**src/rtl/fwnoc_pkg.sv**
```systemverilog
// fwnoc_pkg: header field positions, size-code decode and FSM encodings for the router.
package fwnoc_pkg;
    localparam int DAT_W = 32;
    localparam int DST_X_HI = 31;
    localparam int DST_X_LO = 30;
    localparam int DST_Y_HI = 29;
    localparam int DST_Y_LO = 28;
    localparam int SZ_HI = 3;
    localparam int SZ_LO = 0;
    typedef enum logic {ST_IDLE, ST_FWD} state_t;
    // Codes 6..15 decode to a header-only packet.
    function automatic logic [4:0] fwnoc_sz_decode(input logic [3:0] code);
        return (code == 4'd0 || code > 4'd5) ? 5'd0 : 5'd1 << (code - 4'd1);
    endfunction
endpackage

```
**src/rtl/fwnoc_rr_arbiter.sv**
```systemverilog
// fwnoc_rr_arbiter: combinational round-robin pick, searching upward from last+1.
module fwnoc_rr_arbiter #(
    parameter int N = 5,
    localparam int IW = (N > 1) ? $clog2(N) : 1
) (
    input  logic [N-1:0]  req,
    input  logic [IW-1:0] last,
    output logic [IW-1:0] idx,
    output logic          any
);
    // Scan from farthest to nearest so the nearest requester after last wins.
    always_comb begin
        idx = '0;
        any = 1'b0;
        for (int i = N; i >= 1; i--) begin
            if (req[(int'(last) + i) % N]) begin
                idx = IW'((int'(last) + i) % N);
                any = 1'b1;
            end
        end
    end
endmodule

```
**src/rtl/fwnoc_router_egress_arb.sv**
```systemverilog
// fwnoc_router_egress_arb: round-robin packet arbiter for one router output port.
module fwnoc_router_egress_arb
    import fwnoc_pkg::*;
#(
    parameter int N_INPUTS = 5,
    parameter int DAT_W = 32
) (
    input  logic                      clock,
    input  logic                      reset,
    input  logic [N_INPUTS-1:0]       i_valid,
    output logic [N_INPUTS-1:0]       i_ready,
    input  logic [N_INPUTS*DAT_W-1:0] i_dat,
    output logic                      o_valid,
    input  logic                      o_ready,
    output logic [DAT_W-1:0]          o_dat
);
    localparam int IW = (N_INPUTS > 1) ? $clog2(N_INPUTS) : 1;
    state_t state, state_d;
    logic [IW-1:0] grant, last, arb_idx;
    logic arb_any, first, xfer, done;
    logic [4:0] rem, hdr_sz;
    fwnoc_rr_arbiter #(.N(N_INPUTS)) u_arb (
        .req(i_valid),
        .last(last),
        .idx(arb_idx),
        .any(arb_any)
    );
    always_comb begin
        o_dat = i_dat[DAT_W*grant +: DAT_W];
        o_valid = state == ST_FWD && i_valid[grant];
        i_ready = state == ST_FWD ? N_INPUTS'(o_ready) << grant : '0;
        xfer = o_valid && o_ready;
        hdr_sz = fwnoc_sz_decode(o_dat[SZ_HI:SZ_LO]);
        done = xfer && (first ? hdr_sz == 5'd0 : rem == 5'd1);
        state_d = state == ST_IDLE ? (arb_any ? ST_FWD : ST_IDLE) : (done ? ST_IDLE : ST_FWD);
    end
    // Grant is captured only in IDLE, so it is held for the whole packet.
    always_ff @(posedge clock) begin
        if (reset) begin
            state <= ST_IDLE;
            grant <= '0;
            first <= 1'b0;
            rem <= '0;
            last <= IW'(N_INPUTS - 1);
        end else begin
            state <= state_d;
            if (state == ST_IDLE && arb_any) begin
                grant <= arb_idx;
                first <= 1'b1;
            end
            if (xfer) begin
                first <= 1'b0;
                rem <= first ? hdr_sz : rem - 5'd1;
            end
            if (done) last <= grant;
        end
    end
endmodule

```
**config.mk**
```make
export PLATFORM = sky130hd
export DESIGN_NAME = fwnoc_router_egress_arb
export DESIGN_NICKNAME = d
export VERILOG_FILES = /design/src/rtl/fwnoc_pkg.sv /design/src/rtl/fwnoc_rr_arbiter.sv /design/src/rtl/fwnoc_router_egress_arb.sv
export SDC_FILE = /design/constraint.sdc
export NUM_CORES = 1
export LEC_CHECK = 0
export CORE_UTILIZATION = 30
export CTS_BUF_LIST = sky130_fd_sc_hd__clkbuf_8
export DETAILED_ROUTE_END_ITERATION = 7
export PLACE_DENSITY_LB_ADDON = 0.1
export SLEW_MARGIN = 20
export SYNTH_ARGS = -nofsm -noshare
export SYNTH_HDL_FRONTEND = slang
export SYNTH_SLANG_ARGS = --single-unit
```
**constraint.sdc**
```tcl
create_clock -name clock -period 7 [get_ports clock]
set_clock_uncertainty 0.15 [all_clocks]
set_input_delay 1.05 -clock clock [delete_from_list [all_inputs] [get_ports clock]]
set_output_delay 1.05 -clock clock [all_outputs]
set_load 0.01 [all_outputs]
```
* After elaboration in Yosys (flattened, before gate mapping)
Index checks and enable logic that the tools add are counted.
Storage, ports and cells: register bits 13, word-level logic and storage cells 71
Cells by class: add/subtract/negate cells 7, divide/modulo/power cells 5, order comparisons 7, equality and inequality tests 1, shift-type cells 3, multiplexer cells 34, bitwise gates (word level) 1, reduce and logical (&&, ||, !) cells 8
Operator list (number):
- 32-bit by 5-bit less-than comparator with 1-bit output (second input constant) | 5
- 32-bit by 4-bit remainder unit with 32-bit output (second input constant) | 5
- 160-bit by 9-bit indexed part select with 32-bit output | 1
- 1-bit 2-to-1 mux | 20
- 1-bit binary-select mux with 3-bit select | 6
- 3-bit 2-to-1 mux | 5
- 5-bit 2-to-1 mux | 3
- 3-bit by 2-bit adder with 4-bit output (second input constant) | 2
- 3-bit by 3-bit adder with 4-bit output (second input constant) | 2
- 5-bit by 1-bit equality test with 1-bit output (second input constant) | 1
- 5-bit zero test | 1
- 1-bit by 3-bit << shifter with 5-bit output | 1
- 1-bit by 4-bit << shifter with 5-bit output (first input constant) | 1
- 5-bit by 1-bit subtractor with 5-bit output (second input constant) | 1
- 3-bit by 1-bit adder with 4-bit output (second input constant) | 1
- 4-bit by 3-bit greater-than comparator with 1-bit output (second input constant) | 1
- 1-bit logical AND | 4
- 4-bit zero test | 1
- 3-bit by 4-bit less-than comparator with 1-bit output (second input constant) | 1
- 4-bit by 1-bit subtractor with 4-bit output (second input constant) | 1
- 2-bit OR reduction | 1
- 1-bit logical OR | 1
- 1-bit NOT | 1

* Depth between registers and ports, before layout
Gate-level depths: netlist (run 1).
depth after elaboration 12, depth in mapped cells 21, mapped depth without buffers 16

* Hierarchy
Synthesis (run 1) repeated with hierarchy kept, for this count alone.
Second synthesis, totals: cell total of the unflattened synthesis 482, area, all modules 3883.7 µm²
By module, submodules not included:
- fwnoc_router_egress_arb | times used 1, cells each 250, area an instance 2102.0 µm², sequential area each 260.2 µm²
- fwnoc_rr_arbiter | times used 1, cells each 232, area an instance 1781.7 µm², sequential area each 0.0 µm²

* Worst setup path after synthesis (run 1)
Ideal clock, no wire load.
path type reg2reg, start point register last[0], end point register grant[0], setup time 86 ps, arrival 4725 ps, data required time 6764 ps, slack 2039 ps, cell stages (with the launch flop) 22, cells stage by stage dfxtp_1 buf_2 buf_2 clkbuf_1 clkbuf_1 inv_1 ha_1 buf_2 buf_2 o21bai_1 a22oi_1 nand2_1 ha_1 nor2b_1 a2111o_1 o311a_1 and3_1 o211a_1 nor4b_2 a21o_2 a41oi_1 a221oi_2
Between the ends: word-level cells in the longest chain between the ends 11, elaborated cells on any way between the ends 36, those cells by class add/sub: 5; div: 5; mux: 25; reduce/logical: 1
RTL lines:
- start: declaration | RTL line fwnoc_router_egress_arb.sv:19 | logic [IW-1:0] grant, last, arb_idx;
- start signal: assignment | RTL line fwnoc_router_egress_arb.sv:44 | last <= IW'(N_INPUTS - 1);
- start signal: assignment | RTL line fwnoc_router_egress_arb.sv:55 | if (done) last <= grant;
- 3-bit by 3-bit adder with 4-bit output | RTL line fwnoc_rr_arbiter.sv:16, fwnoc_rr_arbiter.sv:17
- 32-bit by 4-bit remainder unit with 32-bit output | RTL line fwnoc_rr_arbiter.sv:16, fwnoc_rr_arbiter.sv:17
- 1-bit binary-select mux with 3-bit select | RTL line fwnoc_rr_arbiter.sv:16 | if (req[(int'(last) + i) % N]) begin
- 1-bit 2-to-1 mux (not written as such) (2 in a row) | RTL line fwnoc_rr_arbiter.sv:16
- 1-bit 2-to-1 mux (5 in a row) | RTL line fwnoc_rr_arbiter.sv:16
- 1-bit logical AND | RTL line fwnoc_router_egress_arb.sv:47 | if (state == ST_IDLE && arb_any) begin
- end signal: assignment | RTL line fwnoc_router_egress_arb.sv:48 | grant <= arb_idx;
- end: declaration | RTL line fwnoc_router_egress_arb.sv:19
Parallel ways exist; a longest one is shown, timed or not. The select of a mux whose other input is x is not followed. A chain may end at the register's enable or synchronous reset.

* Final worst setup path (run 1)
start point register last[1], end point register grant[0]
The elaborated chain is that of the path after synthesis.

==> flow_metrics.tcl, run 1 <==
set metrics [dict create \
    outcome "finished, final reports clean" \
    grt_max_degree 42 \
    powerDensity_nw_per_um2 110.2 \
    cts_hold_repair.buffers 0 \
    die_width_um 112.8 \
    crit_slowest_cell "sky130_fd_sc_hd__ha_1" \
    worstPathMaxFanout 20 \
    worst_hold_endpoint "rem[1]$_SDFFE_PP0P_" \
    layoutNonFillerInstCount 759 \
    ff2ff_path_depth 15 \
    worst_path_dominant_cell_family "compound AO/OA/AOI/OAI gates" \
    p_seq_frac 0.156 \
    die_area_um2 12720 \
    post_synth_instance_area_um2 3682 \
    setup_repair_after_global_routing_missed_its_margin "no" \
    synth_ff_type "sky130_fd_sc_hd__dfxtp_1" \
    synth.yosys.seq_area_share 0.07068 \
    synth_edf_count 0 \
    r2r_slack_ns 1.83 \
    synth_top_area_frac 0.2080 \
    netlist-cell-type-count 75 \
    buffer_ports.inserted 205 \
    worst-path-buf-inv 3 \
    p_clk_frac 0.109 \
    grt_peak_use_layer "met2" \
    antenna_violations_before_repair 1 \
    grt_pass1_wl_mm 24.58 \
    crit_path_max_incr_delay_ns 0.87 \
    globalRouteMet3Util 0.04767 \
    critical_path.endpoint_type "flop" \
    yosysTopAreaCell "sky130_fd_sc_hd__mux4_2" \
    postSynthNetCount 624 \
    worstSetupPathType "flop to flop" \
    clkSinkCount 13 \
    floorplan.core_area_um2 12010 \
    worstMarginPinSlew_ns 1.069 \
    min_period_ns 5.168 \
    postSynthAreaPerCell_um2 8.524 \
    tritoncts_buffers 3 \
    place.gp.congestion 0.9220 \
    setup_viol_count_final 0 \
    synth_common_cells "34 x sky130_fd_sc_hd__mux4_2, 33 x sky130_fd_sc_hd__a22o_1, 31 x sky130_fd_sc_hd__nor2_1" \
    timing.critical_path.cells "inv_1 > ha_1 > inv_2 > ha_1 > inv_1 > ha_1 > and4b_1 > a311oi_1 > a31oi_1 > or4b_4 > nand2_2 > nor4b_2 > a21o_2 > a41oi_1 > a221oi_2" \
    timing.critical_path.mode_cell "sky130_fd_sc_hd__ha_1" \
    routed_via_density 5.785 \
    grt-ovfl-total 0 \
    cp.required_ns 6.96 \
    share_of_cells_above_drive_strength_1 0.1080 \
    ir_worst_vdd_uv 112.7 \
    worst_hold_path_cells 1 \
    hpwl_mm 12.59 \
    clock_tree_from_tritoncts "yes" \
    area_growth_pct 59.26 \
    finish.instance_area_um2 5864 \
    power.net_switching_uw 239.1 \
    cellLeakagePower_uw 0.002244 \
    slew_violations 0 \
    grt_util_met1 0.3096 \
    async_flop_share 0 \
    cp-start-kind "flop" \
    timing.rr.start "last[1]$_SDFFE_PP0P_" \
    path_clk_slew_ns 0.06 \
    hold_violation_total_from_the_final_report 0 \
    via_count 4391 \
    clock_insertion_delay_worst_skew_ns 0.25 \
    post_cts_resized 0 \
    detail_route.wirelength_mm 16.07 \
    first_global_vias 4396 \
    drt-initial-drc-count 407 \
    num_io_pins 206 \
    placement.cell_area_um2 5816 \
    remaining_drcs 0 \
    final.setup.tns_ns 0 \
    routed_wire_length_per_instance_um 21.17 \
    synth_area_leaders "sky130_fd_sc_hd__mux4_2 21%, sky130_fd_sc_hd__ha_1 8.2%, sky130_fd_sc_hd__a22o_1 7.8%" \
    netlist_instances 432 \
    ant_nets 0 \
    hold_start "rem[1]$_SDFFE_PP0P_" \
    cap_violations 0 \
    switching_share 0.3699 \
    grt_use_met2 0.4235 \
    cts_setup_buffers 0 \
    dpl.cell_count 754 \
    cp.arrival_ns 5.13 \
    die-height_um 112.8 \
    finalCritPeriodShare 0.7382 \
    comb_power_share 0.735 \
    maxClockFrequency_mhz 193.5 \
    cts.htree.levels 1 \
    design.final.nets 804 \
    drt_first_pass_iters 6 \
    grt_usage 0.2461 \
    synth-seq-cells 13 \
    min_path_type "flop to flop" \
    initial_utilization 0.3066 \
    slew-limit-headroom 0.2874 \
    r2r-end "grant[0]$_SDFFE_PP0P_" \
    internal_power_uw 407.4 \
    synth.most_common_cell "sky130_fd_sc_hd__mux4_2" \
    synth-warning-count 0 \
    ctsLongestPathBuffers 2 \
    num_rows 40 \
    ctsRootBufferMaster "sky130_fd_sc_hd__clkbuf_8" \
]
==> worst max-delay path by stage <==
stage,from,to,depth (start not counted)
after floorplan,last[0]$_SDFFE_PP0P_,grant[0]$_SDFFE_PP0P_,21
after global placement,last[1]$_SDFFE_PP0P_,grant[0]$_SDFFE_PP0P_,15
after detailed placement,last[1]$_SDFFE_PP0P_,grant[0]$_SDFFE_PP0P_,15
after CTS,last[1]$_SDFFE_PP0P_,grant[0]$_SDFFE_PP0P_,15
after global routing,last[1]$_SDFFE_PP0P_,grant[0]$_SDFFE_PP0P_,15
final,last[1]$_SDFFE_PP0P_,grant[0]$_SDFFE_PP0P_,15
==> power groups by stage <==
stage | registers [uW] | clock network, uW | logic [uW]
floorplan | 86.5 | 0 | 264
global placement | 102 | 0 | 469
detailed placement | 102 | 0 | 474
CTS | 100 | 72.6 | 477
global route | 102 | 77.0 | 507
finish | 101 | 70.7 | 475
==> flip-flops by register name (all words and copies together), names as in the netlist <==
signal	count
rem	5
grant	3
last	3
first	1
state	1
==> logic make-up (layout without fill, tap and decap cells) <==
group | Yosys count | count (layout) | synth area share
xor gates and xnor gates | 10 | 10 | 0.02787
buffers and inverters | 62 | 241 | 0.06592
muxes | 53 | 53 | 0.2606
and+or+nand+nor | 120 | 120 | 0.1784
AOI/OAI and AO/OA | 150 | 150 | 0.3150
DFF | 13 | 13 | 0.07068
other | 0 | 1 | 0
adders and majority gates | 24 | 24 | 0.08155
==> per-stage QoR <==
| step | setup WS (ns) | total power [uW] | hold slack (ns) | utilization |
|---|---|---|---|---|
| final | 1.832 | 646.5 | 0.3921 | 0.4882 |
| after global routing | 1.438 | 686.7 | 0.4089 | 0.4882 |
| after CTS | 1.874 | 650.0 | 0.3893 | 0.4880 |
| after detailed placement | 1.920 | 576.5 | 0.3744 | 0.4842 |
| after global placement | 2.190 | 571.3 | 0.3701 | 0.4842 |
| after floorplan | 2.039 | 350.7 | 0.3400 | - |
==> final cells by class <==
type                       instances  area, um2
clock buffer                       3      41.29
inverter                          29      108.9
fill                            1145       6147
antenna                            1      2.502
multi-input combinational        357       3186
tap                              147      183.9
timing repair buffer             208       2074
clock inverter                     1      5.005
sequential                        13      262.8
==> routing by layer <==
layer / vias to the layer above / wire (um)
met5: - / 0
met3: 24 / 1221
met1: 2121 / 6754
li1: 2066 / -
met2: 180 / 7683
met4: 0 / 407
==> cells in the final DEF (no fill, tap or decap), types with 3 or more instances in the layout <==
cell                                n
sky130_fd_sc_hd__a211oi_1           8
sky130_fd_sc_hd__a21o_1             4
sky130_fd_sc_hd__a21oi_1           24
sky130_fd_sc_hd__a22o_1            33
sky130_fd_sc_hd__a22oi_1            9
sky130_fd_sc_hd__buf_4              3
sky130_fd_sc_hd__clkbuf_8           3
sky130_fd_sc_hd__clkdlybuf4s50_1  205
sky130_fd_sc_hd__dfxtp_1           11
sky130_fd_sc_hd__ha_1              24
sky130_fd_sc_hd__inv_1             24
sky130_fd_sc_hd__inv_2              3
sky130_fd_sc_hd__mux2_2             3
sky130_fd_sc_hd__mux2i_1           16
sky130_fd_sc_hd__mux4_2            34
sky130_fd_sc_hd__nand2_1           21
sky130_fd_sc_hd__nand2b_1           9
sky130_fd_sc_hd__nand3_1            8
sky130_fd_sc_hd__nor2_1            31
sky130_fd_sc_hd__nor2b_1            9
sky130_fd_sc_hd__nor3_1            10
sky130_fd_sc_hd__nor3b_1            3
sky130_fd_sc_hd__o2111ai_1          3
sky130_fd_sc_hd__o211a_1            4
sky130_fd_sc_hd__o211ai_1           6
sky130_fd_sc_hd__o21a_1             4
sky130_fd_sc_hd__o21ai_0           17
sky130_fd_sc_hd__o22ai_1            3
sky130_fd_sc_hd__o311ai_0           4
sky130_fd_sc_hd__or3_1              7
sky130_fd_sc_hd__xnor2_1            8
(Power assumes the default switching activity.)
==> run 2, diff against run 1 <==
==> constraint.sdc (replaced) <==
create_clock -name clock -period 4.22 [get_ports clock]
set_clock_uncertainty 0.15 [all_clocks]
set_input_delay 0.633 -clock clock [delete_from_list [all_inputs] [get_ports clock]]
set_output_delay 0.633 -clock clock [all_outputs]
set_load 0.01 [all_outputs]
==> flow_metrics.tcl, run 2 (synthesized netlist as in run 1, its figures left out) <==
set metrics [dict create \
    layout_commonest_cell "sky130_fd_sc_hd__clkdlybuf4s50_1" \
    first_global_vias 4421 \
    antenna_violations_before_repair 0 \
    area_growth_pct 63.68 \
    hold_violation_total_from_the_final_report 0 \
    multi_input_comb_area_um2 3226 \
    path_clk_slew_ns 0.06 \
    buffer_ports.inserted 205 \
    maxClockFrequency_mhz 255.1 \
    design.final.nets 820 \
    die_area_um2 12720 \
    num_io_pins 206 \
    worstPathMaxFanout 9 \
    die_width_um 112.8 \
    hold_start "rem[1]$_SDFFE_PP0P_" \
    place.gp.congestion 0.9369 \
    ctsRootBufferMaster "sky130_fd_sc_hd__clkbuf_8" \
    clock_insertion_delay_worst_skew_ns 0.24 \
    detail_route.wirelength_mm 16.52 \
    cp-start-kind "flop" \
    finalCritPeriodShare 0.9288 \
    grt_usage 0.2493 \
    drt_first_pass_iters 5 \
    crit_slowest_cell "sky130_fd_sc_hd__a2111oi_4" \
    finalPower_uw 1097 \
    drt-initial-drc-count 377 \
    ant_nets 0 \
    diodes 0 \
    slew_violations 0 \
    timing.rr.start "last[1]$_SDFFE_PP0P_" \
    grt-ovfl-total 0 \
    min_path_type "flop to flop" \
    cellLeakagePower_uw 0.002332 \
    largest_register_ffs 5 \
    cap_violations 0 \
    slew-limit-headroom 0.3734 \
    min_period_ns 3.920 \
    tritoncts_buffers 3 \
    fillCellCount 1171 \
    setup_viol_count_final 0 \
    clkSinkCount 13 \
    area.sequential_um2 266.5 \
    reg_top3 "rem (5), grant (3), last (3)" \
    num_rows 40 \
    cp.arrival_ns 3.88 \
    powerDensity_nw_per_um2 182.0 \
    cp.required_ns 4.18 \
    crit_path_max_incr_delay_ns 0.46 \
    hpwl_mm 13.47 \
    outcome "finished, final reports clean" \
    routed_wire_length_per_instance_um 21.34 \
    die-height_um 112.8 \
    setup_repair_after_global_routing_missed_its_margin "no" \
    worstSetupPathType "flop to flop" \
    initial_utilization 0.3066 \
    grt_pass1_wl_mm 24.87 \
    worstMarginPinSlew_ns 0.9319 \
    ir_worst_vdd_uv 137.2 \
    post_cts_resized 0 \
    timing.critical_path.cells "inv_1 > ha_4 > xnor2_2 > inv_2 > ha_1 > inv_1 > ha_1 > nor2b_1 > o21ai_0 > a22oi_1 > a2111oi_2 > a2111oi_4 > a211oi_2 > a21o_2 > a41oi_1 > a221oi_2" \
    startpoint "last[1]$_SDFFE_PP0P_" \
    most-common-layout-cells "205 x sky130_fd_sc_hd__clkdlybuf4s50_1, 34 x sky130_fd_sc_hd__mux4_2, 33 x sky130_fd_sc_hd__a22o_1" \
    clock_tree_from_tritoncts "yes" \
    regMostFlops "rem" \
    critical_path.endpoint_type "flop" \
    via_count 4516 \
    floorplan.core_area_um2 12010 \
    final.setup.tns_ns 0 \
    cts_setup_buffers 0 \
    share_of_cells_above_drive_strength_1 0.1404 \
    grt_max_degree 30 \
    cts_hold_repair.buffers 0 \
    cts.htree.levels 1 \
    routed_via_density 5.835 \
    ctsLongestPathBuffers 2 \
    remaining_drcs 0 \
]
[run 2: cell types whose count changed in the layout (fill, tap and decap cells not counted), sizes merged]
| cell | delta |
|---|---|
| buf | +16 |
| diode | -1 |
[run 2: layout make-up]
| type | instances | share of cell area |
|---|---|---|
| clock inverters | 1 | 0.0006228 |
| well taps | 147 | 0.03052 |
| inverters | 29 | 0.01848 |
| repair buffers | 224 | 0.3641 |
| multi-input cells | 357 | 0.5352 |
| clock buffers | 3 | 0.006851 |
| flip-flops and latches | 13 | 0.04422 |
[run 2: worst paths after layout]
check / slack (ns) / depth (start not counted) / endpoint
worst max-delay path: 0.30 / 16 / grant[0]$_SDFFE_PP0P_
worst min-delay path: 0.39 / 1 / rem[1]$_SDFFE_PP0P_
worst max register to register: 0.30 / 16 / grant[0]$_SDFFE_PP0P_
worst min register to register: 0.39 / 1 / rem[1]$_SDFFE_PP0P_
[run 2: metrics by stage]
stage               setup WS (ns)  cells  cell area, um2  hold WS [ns]  utilization
finish                     0.3003    774            6027        0.3941       0.5018
global route              0.05424    774            6027        0.4337       0.5018
CTS                        0.2465    774            6018        0.3968       0.5010
detailed placement         0.2788    770            5973        0.3759       0.4973
global placement           0.3824    770            5973        0.3706       0.4973
floorplan                0.003230    432            3757        0.3400            -
[run 2: routing by layer]
| metal | routed length [um] | part of all wire | GRT usage |
|---|---|---|---|
| met4 | 357 | 0.022 | 0.06400 |
| met2 | 8130 | 0.49 | 0.4399 |
| met1 | 6937 | 0.42 | 0.3204 |
| met3 | 1092 | 0.066 | 0.03160 |
| met5 | 0 | 0 | 0 |
[run 2: power by group]
part	leakage [uW]	internal [uW]	switching (uW)
Sequential	0.000108	133	27.5
Clock	0.0000269	64.3	49.0
Combinational	0.00220	486	337
[run 2: worst max-delay path, delay by kind of cell (launching register included)]
family | cells | cell delay, ns
buf+inv | 3 | 0.35
xor+xnor | 1 | 0.33
flops | 1 | 0.35
compound gates | 8 | 1.75
fa+ha+maj | 3 | 0.64
simple gates | 1 | 0.20
==> run 3, diff against run 2 <==
--- a/config.mk
+++ b/config.mk
@@ -5,6 +5,7 @@
 export SDC_FILE = /design/constraint.sdc
 export NUM_CORES = 1
 export LEC_CHECK = 0
+export CAP_MARGIN = 40
 export CORE_UTILIZATION = 30
 export CTS_BUF_LIST = sky130_fd_sc_hd__clkbuf_8
 export DETAILED_ROUTE_END_ITERATION = 7
==> flow_metrics.tcl, run 3 (synthesized netlist as in run 1, its figures left out) <==
set metrics [dict create \
    diodes 0 \
    setup_viol_count_final 0 \
    cp.arrival_ns 3.92 \
    finalCritPeriodShare 0.9390 \
    place.gp.congestion 0.9369 \
    grt_usage 0.2493 \
    grt-ovfl-total 0 \
    top_layer "met4" \
    ant_nets 0 \
    worstMarginPinSlew_ns 0.6465 \
    detail_route.wirelength_mm 16.53 \
    cap_violations 0 \
    most-common-layout-cells "205 x sky130_fd_sc_hd__clkdlybuf4s50_1, 34 x sky130_fd_sc_hd__mux4_2, 33 x sky130_fd_sc_hd__a22o_1" \
    cp.required_ns 4.18 \
    crit_path_max_incr_delay_ns 0.46 \
    buffer_ports.inserted 205 \
    critical_path.endpoint_type "flop" \
    remaining_drcs 0 \
    min_period_ns 3.963 \
    grt_max_degree 30 \
    regMostFlops "rem" \
    worst_path_dominant_cell_family "compound AO/OA/AOI/OAI gates" \
    area_growth_pct 63.81 \
    drt_first_pass_iters 5 \
    grt_pass1_wl_mm 24.87 \
    ir_worst_vdd_uv 137.0 \
    clock_tree_from_tritoncts "yes" \
    hold_violation_total_from_the_final_report 0 \
    worstSetupPathType "flop to flop" \
    routed_via_density 5.836 \
    outcome "finished, final reports clean" \
    setup_repair_after_global_routing_missed_its_margin "no" \
    design.final.nets 821 \
    layout_commonest_cell "sky130_fd_sc_hd__clkdlybuf4s50_1" \
    routed_wire_length_per_instance_um 21.32 \
    worst_hold_slack_ns 0.4024 \
    worst-path-buf-inv 3 \
    cp-start-kind "flop" \
    hpwl_mm 13.47 \
    die_width_um 112.8 \
    dpl_worst_slack_ns 0.2788 \
    die-height_um 112.8 \
    largest_register_ffs 5 \
    finalPower_uw 1097 \
    clock_insertion_delay_worst_skew_ns 0.24 \
    clkSinkCount 13 \
    final.setup.tns_ns 0 \
    detailroute.wirelength.met3_mm 1.078 \
    powerDensity_nw_per_um2 181.8 \
    ctsLongestPathBuffers 2 \
    share_of_cells_above_drive_strength_1 0.1417 \
    ctsRootBufferMaster "sky130_fd_sc_hd__clkbuf_8" \
    final_setup_margin_ns 0.2572 \
    multi_input_comb_area_um2 3226 \
    detailroute.wirelength.met2_mm 8.121 \
    drt-initial-drc-count 343 \
    min_path_type "flop to flop" \
    die_area_um2 12720 \
    worstPathMaxFanout 9 \
    num_rows 40 \
    initial_utilization 0.3066 \
    crit_slowest_cell "sky130_fd_sc_hd__a2111oi_4" \
    cellLeakagePower_uw 0.002334 \
    first_global_vias 4421 \
    path_clk_slew_ns 0.06 \
    area.sequential_um2 266.5 \
    fillCellCount 1173 \
    tritoncts_buffers 3 \
    via_count 4523 \
    num_io_pins 206 \
    antenna_violations_before_repair 0 \
    cts.htree.levels 1 \
    floorplan.core_area_um2 12010 \
    route.layer.met1.wl_mm 6.941 \
    maxClockFrequency_mhz 252.3 \
    timing.critical_path.cells "inv_1 > ha_4 > xnor2_2 > inv_2 > ha_1 > inv_1 > ha_1 > nor2b_1 > o21ai_0 > a22oi_1 > a2111oi_2 > a2111oi_4 > a211oi_2 > a21o_2 > a41oi_1 > a221oi_2" \
    slew_violations 0 \
    reg_top3 "rem (5), grant (3), last (3)" \
    slew-limit-headroom 0.5635 \
]
run 3: cell types whose count changed in the layout (fill, tap and decap cells not counted), sizes merged:
cell,change
buf,+1
run 3: worst paths after layout:
path | start | endpoint | slack (ns) | cells after the start
worst max-delay path | last[1]$_SDFFE_PP0P_ | grant[0]$_SDFFE_PP0P_ | 0.26 | 16
worst min-delay path | rem[0]$_SDFFE_PP0P_ | rem[0]$_SDFFE_PP0P_ | 0.40 | 2
worst max register to register | last[1]$_SDFFE_PP0P_ | grant[0]$_SDFFE_PP0P_ | 0.26 | 16
worst min register to register | rem[0]$_SDFFE_PP0P_ | rem[0]$_SDFFE_PP0P_ | 0.40 | 2
run 3: per-stage QoR:
stage,util,std cells,area [um2]
after global routing,0.5022,775,6032
final,0.5022,775,6032
after floorplan,-,432,3757
after CTS,0.5010,774,6018
after detailed placement,0.4973,770,5973
after global placement,0.4973,770,5973
run 3: cell type report:
type	count	area share
Clock inverter	1	0.0006223
Clock buffer	3	0.006845
Tap cell	147	0.03049
Inverter	29	0.01846
Timing Repair Buffer	225	0.3647
Sequential cell	13	0.04418
Multi-Input combinational cell	357	0.5347
run 3: worst reg2reg max path: cells and delay by family (launching register included):
| kind | cells | cell delay, ns |
|---|---|---|
| compound gates | 8 | 1.78 |
| fa+ha+maj | 3 | 0.64 |
| buf+inv | 3 | 0.36 |
| flops | 1 | 0.35 |
| xor+xnor | 1 | 0.35 |
| simple gates | 1 | 0.20 |
run 3: repair_timing:
item,4_1_cts,5_1_grt
gates resized for setup,0,2
hold buffers,0,0
buffers inserted,0,0
endpoints found under the setup margin,0,3
run 3: where the power goes:
group	switching, uW	internal, uW
sequential	27.6	133
combinational	337	486
clock	48.7	64.3
run 3: metal layers:
layer  track usage  vias to the layer above
met5             0                        -
met4       0.06400                        0
met3       0.03160                       22
met2        0.4399                      188
met1        0.3204                     2215
li1              -                     2098
